<file path="src/rtl/cpu_stack_19bit_if.sv">
// Control-unit-facing bus of the 19-bit CPU hardware stack.
// The control unit drives the request side and observes the stack status.
interface cpu_stack_19bit_if #(
    parameter int WIDTH = 19,
    parameter int DEPTH = 16,
    parameter int CNT_W = $clog2(DEPTH) + 1
);
    logic             PUSH;
    logic             POP;
    logic             CLR_ERR;
    logic [WIDTH-1:0] inpData;
    logic [WIDTH-1:0] opData;
    logic [CNT_W-1:0] COUNT;
    logic             FULL;
    logic             EMPTY;
    logic             OVF;
    logic             UNF;

    // Requests are zero-wait: anything presented at a falling edge is acted on
    // or, if illegal, dropped and flagged; there is no back-pressure.
    modport master (
        output PUSH, POP, CLR_ERR, inpData,
        input  opData, COUNT, FULL, EMPTY, OVF, UNF
    );

    modport slave (
        input  PUSH, POP, CLR_ERR, inpData,
        output opData, COUNT, FULL, EMPTY, OVF, UNF
    );
endinterface

</file>
<file path="src/rtl/cpu_stack_19bit.sv">
// LIFO for return addresses and saved operands; registered top-of-stack,
// sticky overflow/underflow flags, all state on the falling edge of CLK.
module cpu_stack_19bit #(
    parameter int WIDTH = 19,
    parameter int DEPTH = 16,
    parameter int CNT_W = $clog2(DEPTH) + 1
) (
    input logic CLK,
    input logic RST_N,
    cpu_stack_19bit_if.slave bus
);
    localparam int AW = $clog2(DEPTH);
    localparam logic [CNT_W-1:0] DEPTH_C = CNT_W'(DEPTH);
    localparam logic [CNT_W-1:0] ONE_C   = CNT_W'(1);
    localparam logic [CNT_W-1:0] TWO_C   = CNT_W'(2);

    logic [WIDTH-1:0] mem [DEPTH];
    logic [CNT_W-1:0] count_q;
    logic [WIDTH-1:0] top_q;
    logic             ovf_q;
    logic             unf_q;

    logic full;
    logic empty;
    logic do_push;
    logic do_replace;
    logic do_pop;
    logic ovf_evt;
    logic unf_evt;
    logic [CNT_W-1:0] top_cnt;
    logic [CNT_W-1:0] below_cnt;
    logic [AW-1:0]    free_idx;
    logic [AW-1:0]    top_idx;
    logic [AW-1:0]    below_idx;

    assign full  = (count_q == DEPTH_C);
    assign empty = (count_q == '0);

    // PUSH+POP on an empty stack degenerates to a plain push (never full then).
    assign do_push    = bus.PUSH && !(bus.POP && !empty) && !full;
    assign do_replace = bus.PUSH && bus.POP && !empty;
    assign do_pop     = bus.POP && !bus.PUSH && !empty;
    assign ovf_evt    = bus.PUSH && !bus.POP && full;
    assign unf_evt    = bus.POP && !bus.PUSH && empty;

    assign top_cnt   = count_q - ONE_C;
    assign below_cnt = count_q - TWO_C;
    assign free_idx  = count_q[AW-1:0];
    assign top_idx   = top_cnt[AW-1:0];
    assign below_idx = below_cnt[AW-1:0];

    // Storage is never reset; entries above COUNT are unreachable anyway.
    always_ff @(negedge CLK) begin
        if (RST_N) begin
            if (do_push) begin
                mem[free_idx] <= bus.inpData;
            end else if (do_replace) begin
                mem[top_idx] <= bus.inpData;
            end
        end
    end

    always_ff @(negedge CLK) begin
        if (!RST_N) begin
            count_q <= '0;
            top_q   <= '0;
            ovf_q   <= 1'b0;
            unf_q   <= 1'b0;
        end else begin
            if (do_push) begin
                count_q <= count_q + ONE_C;
                top_q   <= bus.inpData;
            end else if (do_replace) begin
                top_q   <= bus.inpData;
            end else if (do_pop) begin
                count_q <= top_cnt;
                top_q   <= (count_q >= TWO_C) ? mem[below_idx] : '0;
            end
            // A fresh error event outranks a clear in the same cycle.
            if (ovf_evt) begin
                ovf_q <= 1'b1;
            end else if (bus.CLR_ERR) begin
                ovf_q <= 1'b0;
            end
            if (unf_evt) begin
                unf_q <= 1'b1;
            end else if (bus.CLR_ERR) begin
                unf_q <= 1'b0;
            end
        end
    end

    assign bus.opData = top_q;
    assign bus.COUNT  = count_q;
    assign bus.FULL   = full;
    assign bus.EMPTY  = empty;
    assign bus.OVF    = ovf_q;
    assign bus.UNF    = unf_q;
endmodule
</file>
<file path="src/flat_wrapper.sv">
// flat-port wrapper written by rule: the top's interface ports become plain ports
module cpu_stack_19bit_flat 
#(
    parameter int WIDTH = 19,
    parameter int DEPTH = 16,
    parameter int CNT_W = $clog2(DEPTH) + 1
)
  (CLK, RST_N, bus_PUSH, bus_POP, bus_CLR_ERR, bus_inpData, bus_opData, bus_COUNT, bus_FULL, bus_EMPTY, bus_OVF, bus_UNF);
  cpu_stack_19bit_if #(.WIDTH(WIDTH), .DEPTH(DEPTH), .CNT_W(CNT_W)) bus_i ();
  input logic CLK;
  input logic RST_N;
  input wire logic [$bits(bus_i.PUSH)-1:0] bus_PUSH;
  input wire logic [$bits(bus_i.POP)-1:0] bus_POP;
  input wire logic [$bits(bus_i.CLR_ERR)-1:0] bus_CLR_ERR;
  input wire logic [$bits(bus_i.inpData)-1:0] bus_inpData;
  output wire logic [$bits(bus_i.opData)-1:0] bus_opData;
  output wire logic [$bits(bus_i.COUNT)-1:0] bus_COUNT;
  output wire logic [$bits(bus_i.FULL)-1:0] bus_FULL;
  output wire logic [$bits(bus_i.EMPTY)-1:0] bus_EMPTY;
  output wire logic [$bits(bus_i.OVF)-1:0] bus_OVF;
  output wire logic [$bits(bus_i.UNF)-1:0] bus_UNF;
  assign bus_i.PUSH = bus_PUSH;
  assign bus_i.POP = bus_POP;
  assign bus_i.CLR_ERR = bus_CLR_ERR;
  assign bus_i.inpData = bus_inpData;
  assign bus_opData = bus_i.opData;
  assign bus_COUNT = bus_i.COUNT;
  assign bus_FULL = bus_i.FULL;
  assign bus_EMPTY = bus_i.EMPTY;
  assign bus_OVF = bus_i.OVF;
  assign bus_UNF = bus_i.UNF;
  cpu_stack_19bit #(.WIDTH(WIDTH), .DEPTH(DEPTH), .CNT_W(CNT_W)) u_core (.CLK(CLK), .RST_N(RST_N), .bus(bus_i));
endmodule
</file>
<file path="config.mk">
export PLATFORM = sky130hd
export DESIGN_NAME = cpu_stack_19bit_flat
export DESIGN_NICKNAME = d
export VERILOG_FILES = /design/src/rtl/cpu_stack_19bit_if.sv /design/src/rtl/cpu_stack_19bit.sv /design/src/flat_wrapper.sv
export SDC_FILE = /design/constraint.sdc
export NUM_CORES = 1
export LEC_CHECK = 0
export ABC_AREA = 1
export CORE_ASPECT_RATIO = 0.7
export CORE_UTILIZATION = 50
export DETAILED_ROUTE_END_ITERATION = 10
export PLACE_DENSITY = 0.67
export SYNTH_ARGS = -nofsm -noshare
export SYNTH_HDL_FRONTEND = slang
export SYNTH_SLANG_ARGS = --single-unit
export TNS_END_PERCENT = 20
</file>
<file path="constraint.sdc">
create_clock -name CLK -period 5.03 [get_ports CLK]
set_input_delay 0.7545 -clock CLK [delete_from_list [all_inputs] [get_ports CLK]]
set_output_delay 0.7545 -clock CLK [all_outputs]
set_load 0.02 [all_outputs]
</file>
# Word-level counts from Yosys, hierarchy flattened
# Memories as Yosys holds them, arrays and structs flattened.
# Index checks and enable logic that the tools add are counted.
# totals
regBits,26
mem_bits_rw,304
out_inout_bits,28
wordCells,53
mem_count,1
# mem_list
name,depth,width,rd,rd_ports_with_merged_regs,wr,line_no,text
u_core.mem,16,19,1,0,1,cpu_stack_19bit.sv:17,logic [WIDTH-1:0] mem [DEPTH];
# classes
addsub,3
n_lt_le_gt_ge,1
n_eq_ne,2
muxes,20
reduce_logical,22
# ops
operator,n
19-bit two-way mux,5
19-bit OR reduction,1
5-bit two-way mux,3
1-bit two-way mux,11
1-bit logical AND,10
2-bit nonzero test,3
"5-bit by 1-bit adder with 5-bit output, second input constant",1
"5-bit == test, second input constant",1
"5-bit by 2-bit >= comparator with 1-bit output, second input constant",1
1-bit logical NOT,5
5-bit logical NOT,1
"5-bit by 1-bit subtractor with 5-bit output, second input constant",1
4-bit two-way mux,1
"4-bit by 2-bit subtractor with 4-bit output, second input constant",1
3-bit nonzero test,1
"2-bit by 1-bit inequality test with 1-bit output, second input constant",1
2-bit AND reduction,1

# Longest topological paths before layout
# Gate-level depths: netlist of the first run.
# logic_depth
word_depth,11
ltp_mapped,13
mapped_depth_nobuf,10

==> results.md, run 1 <==
- Status: finished clean
- Startpoint Class: register
- Crit-path leading delay family: buffers and inverters
- CP cell instances: clkdlybuf4s50_1
- Skew final: 44.33 ps
- CTS tree: done
- Cells after Synth: 1448
- Clk Latency, worst-skew pair: 620 ps
- Worst hold margin: 456.4 ps
- Crit path buf inv count: 1
- Ys flop type: edfxtp_1
- Cell with the most instances after synthesis: nand2_1
- Adder-Cell Fraction of Synth Area: 0.6048%
- Inserted Clock Buffers: 35
- Drt pass-1 iters: 6
- Antenna violations before repair: 0
- Max clock buf depth: 3
- Worst path depth: 1
- Post-synth ARST share: 0%
- Synthesized cell area: 0.01448 mm²
- Worst path slowest cell: clkdlybuf4s50_1
- Crit Reg-Reg Startpoint: u_core.bus.COUNT[1]
- Power per cell area: 518.8 mW/mm²
- Seq/Total Area, Yosys: 66.63%
- Worst rel slew slack: 22.24%
- Avg Inst Size Synth: 10.00 µm²
- Simple-Gate Fraction of Synth Area: 20.95%
- Max VDD drop: 0.3163 mV
- Post-route design area: 0.01833 mm²
- Hold Vio Cnt, Final: 0
- Final cell count without fillers: 2260
- Crit path max fanout: 2
- Vias in the first global route: 11770
- CTS root buffer: clkbuf_16
- Area Overhead vs Synth: 26.57%
- Die ar.: 0.02966 mm²
- Yosys top cell area share: 63.04%
- Routed via count: 11710
- Mux contribution to synthesized area: 0%
- Die width: 205.4 µm
- Final Slew Violations: 0
- # port buffers: 51
- # nets final: 1895
- Class of the worst hold path: register to register
- Post-synth top area cell: edfxtp_1
- Largest net degree at the start of global routing: 83
- Setup WS pre-CTS: -365.3 ps
- Post-DP Area: 0.01592 mm²
- Endpoints failing setup: 0
- Residual DRC: 0
- Routed len/inst: 17.82 µm
- Fill cells: 2251
- Arrival time at the worst endpoint: 4170 ps
- Core Region: 0.02814 mm²
- Leakage: 9.007 nW
- Gpl congestion: 0.8577
- Cell variety after synth: 29
- Yosys warnings: 0
- Setup crit end kind: output pin
- # clock sinks: 330
- Layout cells sized above 1: 8.523%
- Synthesized flop and latch total: 330
- Remaining global-route overflow: 0
- Ant diodes: 0
- XOR/XNOR Fraction of Synth Area: 0.3024%
- Core Util, Final: 65.13%
- Hold EP: u_core.bus.UNF
- Num rows: 51
- Setup TNS: 0 ps
- Post-CTS Hold Fix Bufs: 0
- Max_cap viols: 0
- ANT nets after route: 0
- CP peak stage delay: 640 ps
- Largest family of logic cells by synthesized area: simple AND/OR/NAND/NOR gates
- Global-route wire length before repair: 61130 µm
- Die Span Y: 144.4 µm
- Clk slew on worst S/H paths: 60 ps
- Worst reg-to-reg path cell count: 10
- I/O pins: 52
- Worst Tran Pin Value: 1165 ps
- H-tree Lvls: 2
- Critical Path RT: 4280 ps
- GRT Overall Usage: 27.94%
- Dpl hpwl: 22920 µm
- Placed cell count: 1869
- Total Power: 9.510 mW
- Vias per cell: 5.180
- Hold path startpoint: u_core.bus.UNF
- Post-CTS Setup Inserts: 0
- Crit path kind: register to output pin
- Final WS setup: 109.2 ps
- Worst hold stages: 2
- Setup slack, reg-to-reg: 1440 ps
- Unrepaired setup endpoints after global routing: no
- Number of synthesized flops with an enable pin: 304
- Worst R2R End: u_core.bus.opData[10]
- Syn_nets: 1479
- Compound-Gate Fraction of Synth Area: 2.799%
- Starting Density: 51.46%
- DRT Wirelength: 40270 µm
- Synth top cells by count: nand2_1, edfxtp_1, inv_1
- Initial DRC count: 1143
- Synth area leaders: edfxtp_1, nand2_1, nand3_1
==> flip-flops by register name, summed over array words and instances (netlist names) <==
name,count
u_core.bus.UNF,1
u_core.mem,304
u_core.bus.COUNT,5
u_core.bus.OVF,1
u_core.bus.opData,19
==> worst max path at each step <==
stage | from | to | slack, ps
6_report | u_core.bus.opData[13] | bus_opData[13] | 110
5_1_grt | u_core.bus.COUNT[4] | bus_EMPTY | 50
4_1_cts | u_core.bus.COUNT[3] | bus_COUNT[3] | 5
3_5_place_dp | RST_N | u_core.mem[10][10] | -370
3_3_place_gp | RST_N | u_core.mem[10][15] | -390
2_1_floorplan | RST_N | u_core.mem[10][0] | -290
==> kinds of logic after synthesis <==
logic type               Yosys count
AND/OR/NAND/NOR                  710
AO/OA/AOI/OAI                     76
adder cells (fa/ha/maj)            7
buffers and inverters            320
XOR/XNOR                           5
flip-flops                       330
==> what timing repair did <==
| item | in CTS | in global routing |
|---|---|---|
| resized for setup | 8 | 3 |
| pin swaps | 0 | 0 |
| endpoints found under the setup margin | 3 | 4 |
==> where the power goes <==
part           leakage (nW)  internal [mW]  switching (mW)
registers              2.95           3.18          0.0708
logic                  3.72          0.782            1.77
clock network          2.34           1.89            1.81
==> routing by layer <==
metal | vias to the layer above | part of all wire (%) | wire [µm] | global-route usage [%]
met5 | - | 0 | 0 | 0
met4 | 0 | 3.2 | 1277 | 16.10
met3 | 85 | 9.7 | 3923 | 9.486
met2 | 649 | 46 | 18520 | 42.30
met1 | 5431 | 41 | 16550 | 35.16
li1 | 5541 | - | - | -
==> placed cells by master (no fill, tap or decap), types with 24 or more instances in the layout <==
cell type and instances:
nand3_1 238, buf_4 53, clkbuf_16 35, clkdlybuf4s50_1 46, o21ai_0 24, inv_1 580, edfxtp_1 304, nand2_1 442
a21oi_1 45, dfxtp_1 24
==> cell type report <==
class,count,area [µm²],share of cell area [%]
Tap cell,371,464.2,2.533
Inverter,248,934.6,5.099
Clock inverter,357,1514,8.260
Clock buffer,35,875.8,4.778
Timing Repair Buffer,121,1255,6.847
Sequential cell,330,9654,52.67
Multi-Input combinational cell,798,3631,19.81
Power figures use the tool's default switching activity.
==> inputs of run 2 (changes only) <==
--- a/config.mk
+++ b/config.mk
@@ -8,6 +8,7 @@
 export ABC_AREA = 1
 export CORE_ASPECT_RATIO = 0.7
 export CORE_UTILIZATION = 50
+export CTS_BUF_LIST = sky130_fd_sc_hd__clkbuf_8
 export DETAILED_ROUTE_END_ITERATION = 10
 export PLACE_DENSITY = 0.67
 export SYNTH_ARGS = -nofsm -noshare
==> run 2 against run 1 <==
Net effect: clock power is 6.5% lower; non-clock buffer count stayed put; sequential cell count stayed put; worst setup slack worse by 31 ps; via count is 0.16% higher; wire length is 0.19% lower; final area is 0.35% lower; sequential power hardly changed; die area stayed put; utilization is 0.23 points lower; critical path depth stayed put; cell count is 1.5% higher; critical endpoint is now bus_opData[14]; highest routed layer unchanged.
==> results.md, run 2 (synthesized netlist as in run 1, its figures left out) <==
- Crit Reg-Reg Startpoint: u_core.bus.COUNT[1]
- Status: finished clean
- Largest net degree at the start of global routing: 83 (unchanged)
- Starting Density: 51.46% (unchanged)
- Routed len/inst: 17.52 µm (-1.7%)
- FF+latch area: 0.009654 mm² (unchanged)
- Max VDD drop: 0.3184 mV (+0.65%)
- Die width: 205.4 µm (unchanged)
- Hold EP: u_core.bus.UNF
- Multi-input gate area: 0.003631 mm² (unchanged)
- Total Power: 9.254 mW (-2.7%)
- CP peak stage delay: 640 ps (about the same)
- Vias in the first global route: 11890 (+1.0%)
- Arrival time at the worst endpoint: 4200 ps (+30 ps)
- Startpoint Class: register
- Area Overhead vs Synth: 26.12%
- DRT Wirelength: 40200 µm (-0.19%)
- CTS tree: done
- Residual DRC: 0 (unchanged)
- Hold Vio Cnt, Final: 0 (unchanged)
- Setup WS pre-CTS: -365.3 ps (unchanged)
- Post-CTS Hold Fix Bufs: 0 (unchanged)
- Endpoints failing setup: 0 (unchanged)
- Vias per cell: 5.111 (-1.3%)
- Power Internal: 5.633 mW (-3.8%)
- Worst hold stages: 2 (unchanged)
- # port buffers: 51 (unchanged)
- Inserted Clock Buffers: 53 (+51%)
- NetSw: 3.622 mW (-0.96%)
- Worst path slowest cell: clkdlybuf4s50_1
- Most frequent cells in the layout: inv_1, nand2_1, edfxtp_1
- Core Region: 0.02814 mm² (unchanged)
- I/O pins: 52 (unchanged)
- ANT nets after route: 0 (unchanged)
- Gpl congestion: 0.8577 (unchanged)
- Max clock buf depth: 3 (unchanged)
- Post-DP Area: 0.01592 mm² (unchanged)
- Final WS setup: 78.64 ps (-30.59 ps)
- Routed via count: 11730 (+0.16%)
- Clk Latency, worst-skew pair: 620 ps (about the same)
- Layout cells sized above 1: 9.464% (+0.94 points)
- Setup TNS: 0 ps (unchanged)
- Power per cell area: 506.7 mW/mm² (-2.3%)
- Crit path buf inv count: 1 (unchanged)
- Max_cap viols: 0 (unchanged)
- CP cell instances: clkdlybuf4s50_1
- Post-CTS Setup Inserts: 0 (unchanged)
- Leakage: 9.004 nW (about the same)
- Switch share: 39.14% (+0.68 points)
- Clock share of power: 37.4% (-1.5 points)
- CTS root buffer: clkbuf_8
- Drt pass-1 iters: 5 (-1)
- Setup crit end kind: output pin
- Initial DRC count: 1232 (+7.8%)
- Die ar.: 0.02966 mm² (unchanged)
- # clock sinks: 330 (unchanged)
- Crit path max fanout: 2 (unchanged)
- Post-route design area: 0.01826 mm² (-0.35%)
- Critical Path RT: 4280 ps (about the same)
- Die Span Y: 144.4 µm (unchanged)
- Antenna violations before repair: 0 (unchanged)
- H-tree Lvls: 2 (unchanged)
- Max reg flops: 304 (unchanged)
- Ant diodes: 0 (unchanged)
- Final Slew Violations: 0 (unchanged)
- Largest reg by FF count: u_core.mem
- Unrepaired setup endpoints after global routing: no
- Hold path startpoint: u_core.bus.UNF
- Worst R2R End: u_core.bus.opData[10]
- Sequential Power Share: 35.1% (+0.9 points)
- Gate power share: 27.5% (+0.6 points)
- Clk slew on worst S/H paths: 60 ps (about the same)
- Class of the worst hold path: register to register
- Global-route wire length before repair: 60920 µm (-0.35%)
- Worst rel slew slack: 23.96% (+1.7 points)
- Crit path kind: register to output pin
- Dpl hpwl: 22920 µm (unchanged)
- # nets final: 1913 (+0.95%)
- Fill cells: 2294 (+1.9%)
- GRT Overall Usage: 27.77% (-0.17 points)
- Crit-path leading delay family: buffers and inverters
- Setup slack, reg-to-reg: 1490 ps (+50 ps)
- Commonest non-fill, non-tap cell in the layout: inv_1
- Num rows: 51 (unchanged)
- Worst reg-to-reg path cell count: 10 (unchanged)
- Skew final: 32.64 ps (-11.69 ps)
- Remaining global-route overflow: 0 (unchanged)
- Worst Tran Pin Value: 1139 ps (-25.81 ps)
[run 2: power by group through the flow]
stage / clock [mW] / sequential [mW] / combinational (mW)
3_5_place_dp: 0.390 / 3.28 / 2.50
2_1_floorplan: 0.390 / 3.34 / 1.49
4_1_cts: 3.54 / 3.25 / 2.52
6_report: 3.46 / 3.25 / 2.55
3_3_place_gp: 0.390 / 3.28 / 2.48
5_1_grt: 3.82 / 3.26 / 2.76
[run 2: worst max path at each step]
stage                               start            endpoint  slack [ps]  cells past startpoint
global placement                    RST_N  u_core.mem[10][15]        -390                      8
global route          u_core.bus.COUNT[4]           bus_EMPTY          40                      4
finish              u_core.bus.opData[14]      bus_opData[14]          80                      1
CTS                   u_core.bus.COUNT[0]            bus_FULL           8                      5
floorplan                           RST_N   u_core.mem[10][0]        -290                      7
detailed placement                  RST_N  u_core.mem[10][10]        -370                      8
[run 2: per-stage QoR]
step	hold slack, ps	cells	utilization (%)
detailed placement	454.0	1869	56.59
CTS	459.0	2294	64.86
floorplan	540.1	1448	-
global route	494.1	2294	64.90
global placement	452.2	1869	56.59
finish	458.0	2294	64.90
[run 2: layout make-up]
| class | instances | share of cell area [%] |
|---|---|---|
| Clock buffer | 55 | 4.145 |
| Multi-Input combinational cell | 798 | 19.88 |
| Inverter | 248 | 5.117 |
| Timing Repair Buffer | 121 | 6.851 |
| Sequential cell | 330 | 52.86 |
| Tap cell | 371 | 2.542 |
| Clock inverter | 371 | 8.605 |
[run 2: repair_timing]
item / CTS / global route
resized for setup: 9 / 2
setup endpoints to repair: 4 / 3
hold endpoints to repair: 0 / 0
[run 2: per-layer routing]
| metal | GRT usage (%) | vias to the layer above | part of all wire (%) |
|---|---|---|---|
| li1 | - | 5580 | - |
| met3 | 9.036 | 73 | 10 |
| met1 | 35.54 | 5407 | 41 |
| met4 | 15.01 | 0 | 2.5 |
| met5 | 0 | - | 0 |
| met2 | 42.12 | 665 | 46 |
